## src/rtl/calc_entry_fsm.sv

```systemverilog
// Keypad calculator entry FSM: collects A, operator and B as BCD digits,
// hands them to the arithmetic unit over req/ack and drives the BCD display.
module calc_entry_fsm #(
    parameter int unsigned DIGITS  = 2,
    parameter int unsigned DISP    = 4,
    parameter int unsigned TIMEOUT = 255
) (
    input  logic                  clk,
    input  logic                  rst,
    input  logic                  key_valid,
    input  logic [7:0]            key_code,
    output logic [4*DIGITS-1:0]   a_bcd,
    output logic [4*DIGITS-1:0]   b_bcd,
    output logic [1:0]            op,
    output logic                  calc_req,
    input  logic                  calc_ack,
    input  logic [4*DISP-1:0]     result_bcd,
    input  logic                  calc_err,
    output logic [4*DISP-1:0]     display,
    output logic [2:0]            state_o
);

    localparam int unsigned AW = 4 * DIGITS;
    localparam int unsigned DW = 4 * DISP;
    localparam int unsigned NW = $clog2(DIGITS + 1);
    localparam int unsigned TW = $clog2(TIMEOUT + 1);

    typedef enum logic [2:0] {
        S_A    = 3'd0,
        S_B    = 3'd1,
        S_CALC = 3'd2,
        S_SHOW = 3'd3,
        S_ERR  = 3'd4
    } state_t;

    state_t          state_q, state_d;
    logic [AW-1:0]   a_q, a_d, b_q, b_d;
    logic [NW-1:0]   na_q, na_d, nb_q, nb_d;
    logic [1:0]      op_q, op_d;
    logic            req_q, req_d;
    logic [TW-1:0]   tmo_q, tmo_d;
    logic [DW-1:0]   res_q, res_d;
    logic [DW-1:0]   disp_q, disp_d;

    logic            is_digit, is_op, is_eq, is_bs, is_clr;
    logic [3:0]      digit;
    logic            res_fits;

    // Key decode
    always_comb begin
        is_digit = key_valid && (key_code <= 8'h09);
        is_op    = key_valid && (key_code[7:2] == 6'b111100);
        is_eq    = key_valid && (key_code == 8'hFA);
        is_bs    = key_valid && (key_code == 8'hFB);
        is_clr   = key_valid && (key_code == 8'hFC);
        digit    = key_code[3:0];
        res_fits = ((res_q >> AW) == '0);
    end

    // State register and datapath flops
    always_ff @(posedge clk or posedge rst) begin
        if (rst) begin
            state_q <= S_A;
            a_q     <= '0;
            b_q     <= '0;
            na_q    <= '0;
            nb_q    <= '0;
            op_q    <= '0;
            req_q   <= 1'b0;
            tmo_q   <= '0;
            res_q   <= '0;
            disp_q  <= '1;
        end else begin
            state_q <= state_d;
            a_q     <= a_d;
            b_q     <= b_d;
            na_q    <= na_d;
            nb_q    <= nb_d;
            op_q    <= op_d;
            req_q   <= req_d;
            tmo_q   <= tmo_d;
            res_q   <= res_d;
            disp_q  <= disp_d;
        end
    end

    // Next-state and operand update
    always_comb begin
        state_d = state_q;
        a_d     = a_q;
        b_d     = b_q;
        na_d    = na_q;
        nb_d    = nb_q;
        op_d    = op_q;
        tmo_d   = '0;
        res_d   = res_q;

        if (is_clr) begin
            state_d = S_A;
            a_d     = '0;
            b_d     = '0;
            na_d    = '0;
            nb_d    = '0;
            op_d    = '0;
            res_d   = '0;
        end else begin
            case (state_q)
                S_A: begin
                    if (is_digit && (na_q < NW'(DIGITS))) begin
                        a_d  = AW'({a_q, digit});
                        na_d = na_q + NW'(1);
                    end else if (is_bs && (na_q != '0)) begin
                        a_d  = a_q >> 4;
                        na_d = na_q - NW'(1);
                    end else if (is_op && (na_q != '0)) begin
                        op_d    = key_code[1:0];
                        state_d = S_B;
                    end
                end
                S_B: begin
                    if (is_digit && (nb_q < NW'(DIGITS))) begin
                        b_d  = AW'({b_q, digit});
                        nb_d = nb_q + NW'(1);
                    end else if (is_bs) begin
                        if (nb_q != '0) begin
                            b_d  = b_q >> 4;
                            nb_d = nb_q - NW'(1);
                        end else begin
                            state_d = S_A;
                        end
                    end else if (is_op && (nb_q == '0)) begin
                        op_d = key_code[1:0];
                    end else if (is_eq && (nb_q != '0)) begin
                        state_d = S_CALC;
                    end
                end
                S_CALC: begin
                    // Ack wins over a same-cycle timeout and any non-clear key
                    if (calc_ack) begin
                        if (calc_err) begin
                            state_d = S_ERR;
                        end else begin
                            res_d   = result_bcd;
                            state_d = S_SHOW;
                        end
                    end else if (tmo_q == TW'(TIMEOUT - 1)) begin
                        state_d = S_ERR;
                    end else begin
                        tmo_d = tmo_q + TW'(1);
                    end
                end
                S_SHOW: begin
                    if (is_digit) begin
                        a_d     = AW'(digit);
                        na_d    = NW'(1);
                        b_d     = '0;
                        nb_d    = '0;
                        state_d = S_A;
                    end else if (is_op && res_fits) begin
                        a_d     = res_q[AW-1:0];
                        na_d    = NW'(DIGITS);
                        op_d    = key_code[1:0];
                        b_d     = '0;
                        nb_d    = '0;
                        state_d = S_B;
                    end else if (is_eq && res_fits) begin
                        a_d     = res_q[AW-1:0];
                        na_d    = NW'(DIGITS);
                        state_d = S_CALC;
                    end
                end
                default: begin
                end
            endcase
        end
    end

    // Request and display follow the next state so they line up with it
    always_comb begin
        logic [DW-1:0] val_ext;
        logic [NW-1:0] n;
        req_d   = (state_d == S_CALC);
        disp_d  = '1;
        val_ext = (state_d == S_A) ? DW'(a_d) : DW'(b_d);
        n       = (state_d == S_A) ? na_d : nb_d;
        case (state_d)
            S_SHOW: disp_d = res_d;
            S_ERR:  disp_d = {DISP{4'hE}};
            default: begin
                for (int unsigned i = 0; i < DISP; i++) begin
                    if (i < 32'(n)) begin
                        disp_d[4*i +: 4] = val_ext[4*i +: 4];
                    end
                end
                if (n == '0) begin
                    disp_d[3:0] = 4'h0;
                end
            end
        endcase
    end

    assign a_bcd    = a_q;
    assign b_bcd    = b_q;
    assign op       = op_q;
    assign calc_req = req_q;
    assign display  = disp_q;
    assign state_o  = state_q;

endmodule

```

## config.mk

```make
export PLATFORM = sky130hd
export DESIGN_NAME = calc_entry_fsm
export DESIGN_NICKNAME = d
export VERILOG_FILES = /design/src/rtl/calc_entry_fsm.sv
export SDC_FILE = /design/constraint.sdc
export NUM_CORES = 1
export LEC_CHECK = 0
export ABC_AREA = 1
export CAP_MARGIN = 10
export CORE_UTILIZATION = 35
export CTS_BUF_LIST = sky130_fd_sc_hd__clkbuf_8
export CTS_CLUSTER_SIZE = 20
export DETAILED_ROUTE_END_ITERATION = 16
export PLACE_DENSITY_LB_ADDON = 0.15
export SLEW_MARGIN = 20
export SYNTH_ARGS = -nofsm -noshare
export SYNTH_HDL_FRONTEND = slang
export SYNTH_SLANG_ARGS = --single-unit
```

## constraint.sdc

```tcl
create_clock -name clk -period 2.4 [get_ports clk]
set_input_delay 0.24 -clock clk [delete_from_list [all_inputs] [get_ports clk]]
set_output_delay 0.24 -clock clk [all_outputs]
set_load 0.02 [all_outputs]
```

==> impl_metrics.json, run 1 <==
{
  "syn-num-nets": 611,
  "synth_top_area_cell": "dfrtp_1",
  "synth_compound_area_share_pct": 11.4,
  "final_cells": 825,
  "place_area_sq_um": 5150,
  "grt-ovfl-total": 0,
  "leakage_nw": 2.73,
  "dieArea_sq_um": 12000,
  "path_max_fanout": 11,
  "post_synth.cell_area_avg_sq_um": 7.04,
  "hold_class": "input port to async pin",
  "p_per_area_nw_per_um2": 883,
  "ir_worst_vdd_mv": 0.510,
  "n_fill_cell": 1125,
  "drv_slew": 0,
  "grt_pass1_vias": 3831,
  "synth_edf_count": 0,
  "area_growth_pct": 33.8,
  "route.detailed.drc": 0,
  "synth_top_family_by_area": "simple AND/OR/NAND/NOR gates",
  "drt_pass1_iterations": 5,
  "die_h_um": 110,
  "rsz0062_at_grt": "true",
  "start_util_pct": 36.6,
  "postSynthCellCount": 576,
  "critPathCaptureType": "flop",
  "io_pins": 67,
  "cts_tree": "yes",
  "synth-xor-area-share_pct": 1.08,
  "yosysTopAreaCellShare_pct": 30.8,
  "synth_warnings": 0,
  "vias": 4052,
  "status": "finished clean",
  "yosys_register_bits": 66,
  "grt_use_met2_pct": 33.3,
  "synth_fa_ha_area_share_pct": 1.85,
  "clock_sinks": 66,
  "routabilityCongestion": 0.919,
  "rows": 38,
  "wirelength_um": 12000,
  "top_usage_layer": "met2",
  "hold_viol": 0,
  "synth_cell_types": 36,
  "synth.most_common_cell": "nand2_1",
  "setup_viol": 0,
  "fin_util_pct": 49.0,
  "met1_usage_pct": 30.7,
  "drv_cap": 0,
  "relSlewSlack_pct": 66.6,
  "crit_type": "flop to flop",
  "syn-cell-area_sq_um": 4060,
  "period_minus_slack_ns": 2.21,
  "track_usage_pct": 21.7,
  "wl_per_cell_um": 14.6,
  "fmax_ghz": 0.453,
  "dp_cells": 808,
  "core_sq_um": 11100,
  "cp.required_ns": 2.67,
  "clkTransAtPathRegs_ns": 0.08,
  "cts_buffers": 9,
  "htreeDepth": 3,
  "cts_root_buffer": "clkbuf_8",
  "period_share_pct": 92.0,
  "crit_path_start_kind": "flop",
  "use_met3_pct": 4.80,
  "crit_arrival_ns": 2.48,
  "fin_nets": 715,
  "grt_pass1_wl_um": 19500,
  "portBuffers": 66,
  "synthSimpleGateAreaFrac_pct": 33.6,
  "worstSkewPairLatency_ns": 0.36,
  "synth-seq-area-share_pct": 41.2,
  "drt-initial-drc-count": 297,
  "ant_nets": 0,
  "hpwl_um": 9280,
  "synthTopCellsByArea": "dfrtp_1 31%, nand2_1 14%, dfstp_2 10%, inv_1 8.1%, o21ai_0 6.2%",
  "fin_skew_ns": 0.0155,
  "yosys_most_used_dff": "dfrtp_1",
  "ys_top_cells_by_count": "150 x nand2_1, 88 x inv_1, 66 x nor2_1",
  "async_reset_ff_share_pct": 100,
  "synth.mux.area_fraction_pct": 0.278,
  "grt_max_degree": 26,
  "clockBufferDepth": 2,
  "die_x_um": 110,
  "antenna_found_initial": 0,
  "layout-drive-gt1-share_pct": 15.9,
  "n_antenna_cell": 0,
  "final_area_sq_um": 5430,
  "final.setup.tns_ns": 0,
  "viasPerCell": 4.91,
  "worst_slew_pin_slew_ns": 0.500
}
## cells in the final DEF, fill, tap and decap left out, drive strengths merged, types with 3 or more instances in the layout
cell,count
a21oi,17
a31oi,3
buf,41
bufinv,3
clkbuf,11
clkdlybuf4s50,66
dfrtp,50
dfstp,16
ha,6
inv,94
nand2,158
nand3,49
nand3b,7
nand4,7
nor2,77
nor3,4
o211ai,5
o21ai,56
o22ai,3
or2,3
xor2,4
## power by group
group | leakage, nW | total [mW] | switching [mW] | internal, mW
clock network | 0.131 | 1.20 | 0.456 | 0.745
registers | 0.789 | 1.62 | 0.207 | 1.42
logic | 1.81 | 1.97 | 1.13 | 0.844
total | 2.73 | 4.80 | 1.79 | 3.01
## layout make-up
cell class | instances | area [sq um] | area share (%)
multi-input combinational | 403 | 1970 | 36.3
sequential | 66 | 1670 | 30.8
timing repair buffer | 107 | 1010 | 18.5
inverter | 93 | 349 | 6.43
tap | 140 | 175 | 3.23
clock buffer | 11 | 151 | 2.79
clock inverter | 5 | 103 | 1.89
## layer usage
metal  wire length, um  vias up  part of all wire (%)
met5                 0        -                     0
met3               491       14                   4.1
met4               200        0                   1.7
met2              5420      100                    45
met1              5920     1906                    49
li1                  -     2032                     -
## sequential cells by signal, indices dropped and copies added, names as in the netlist
name	cells
calc_req	1
b_bcd	8
op	2
a_bcd	8
state_o	3
na_q	2
res_q	16
nb_q	2
tmo_q	8
display	16
## cells by family after synthesis
| group | Yosys count |
|---|---|
| AOI/OAI and AO/OA | 86 |
| DFF | 66 |
| buffers and inverters | 107 |
| adders and majority gates | 6 |
| and+or+nand+nor | 305 |
| muxes | 1 |
| xor gates and xnor gates | 5 |
## critical path: stages, from the launching register on
cell and delay, ns:
dfrtp_1 0.63, nor3_1 0.12, buf_4 0.20, a31oi_1 0.24, nand3_2 0.12, nand2_4 0.12, nand3_4 0.14, nand2_1 0.09
nand2_1 0.10, o21ai_4 0.25, nand2_1 0.10
## timing repair
item	4_1_cts	5_1_grt
hold buffers	0	0
gates resized for setup	0	3
endpoints found under the hold margin	0	0
setup endpoints to repair	0	5
buffers inserted	0	1
## path summary, 6_finish.rpt
path                             from     endpoint  slack, ns  cells after the start
max                        state_o[2]   display[9]       0.19                     10
min                               rst     res_q[7]       0.23                      2
max reg2reg                state_o[2]   display[9]       0.19                     10
min reg2reg                  tmo_q[0]     tmo_q[0]       0.51                      1
max in group asynchronous         rst  display[11]       1.44                      3
min in group clk             tmo_q[0]     tmo_q[0]       0.51                      1
## stage by stage
| stage | hold WS, ns | total power, mW | setup slack [ns] |
|---|---|---|---|
| 2_1_floorplan | 0.378 | 2.66 | 0.532 |
| 3_5_place_dp | 0.497 | 3.58 | -0.0829 |
| 4_1_cts | 0.230 | 4.81 | 0.0893 |
| 6_report | 0.230 | 4.80 | 0.192 |
| 3_3_place_gp | 0.472 | 3.59 | -0.0551 |
| 5_1_grt | 0.274 | 5.10 | -0.000688 |
(Power assumes the default switching activity.)
==> inputs of run 2 (changes only) <==
--- a/config.mk
+++ b/config.mk
@@ -9,7 +9,6 @@
 export CAP_MARGIN = 10
 export CORE_UTILIZATION = 35
 export CTS_BUF_LIST = sky130_fd_sc_hd__clkbuf_8
-export CTS_CLUSTER_SIZE = 20
 export DETAILED_ROUTE_END_ITERATION = 16
 export PLACE_DENSITY_LB_ADDON = 0.15
 export SLEW_MARGIN = 20
==> results of run 2 <==
Same layout as run 1: the final DEF is identical, and so are final timing and power.
==> inputs of run 3 (changes only) <==
--- a/config.mk
+++ b/config.mk
@@ -6,7 +6,7 @@
 export NUM_CORES = 1
 export LEC_CHECK = 0
 export ABC_AREA = 1
-export CAP_MARGIN = 10
+export CAP_MARGIN = 20
 export CORE_UTILIZATION = 35
 export CTS_BUF_LIST = sky130_fd_sc_hd__clkbuf_8
 export DETAILED_ROUTE_END_ITERATION = 16
==> results of run 3 <==
Same layout as run 1: the final DEF is identical, and so are final timing and power.
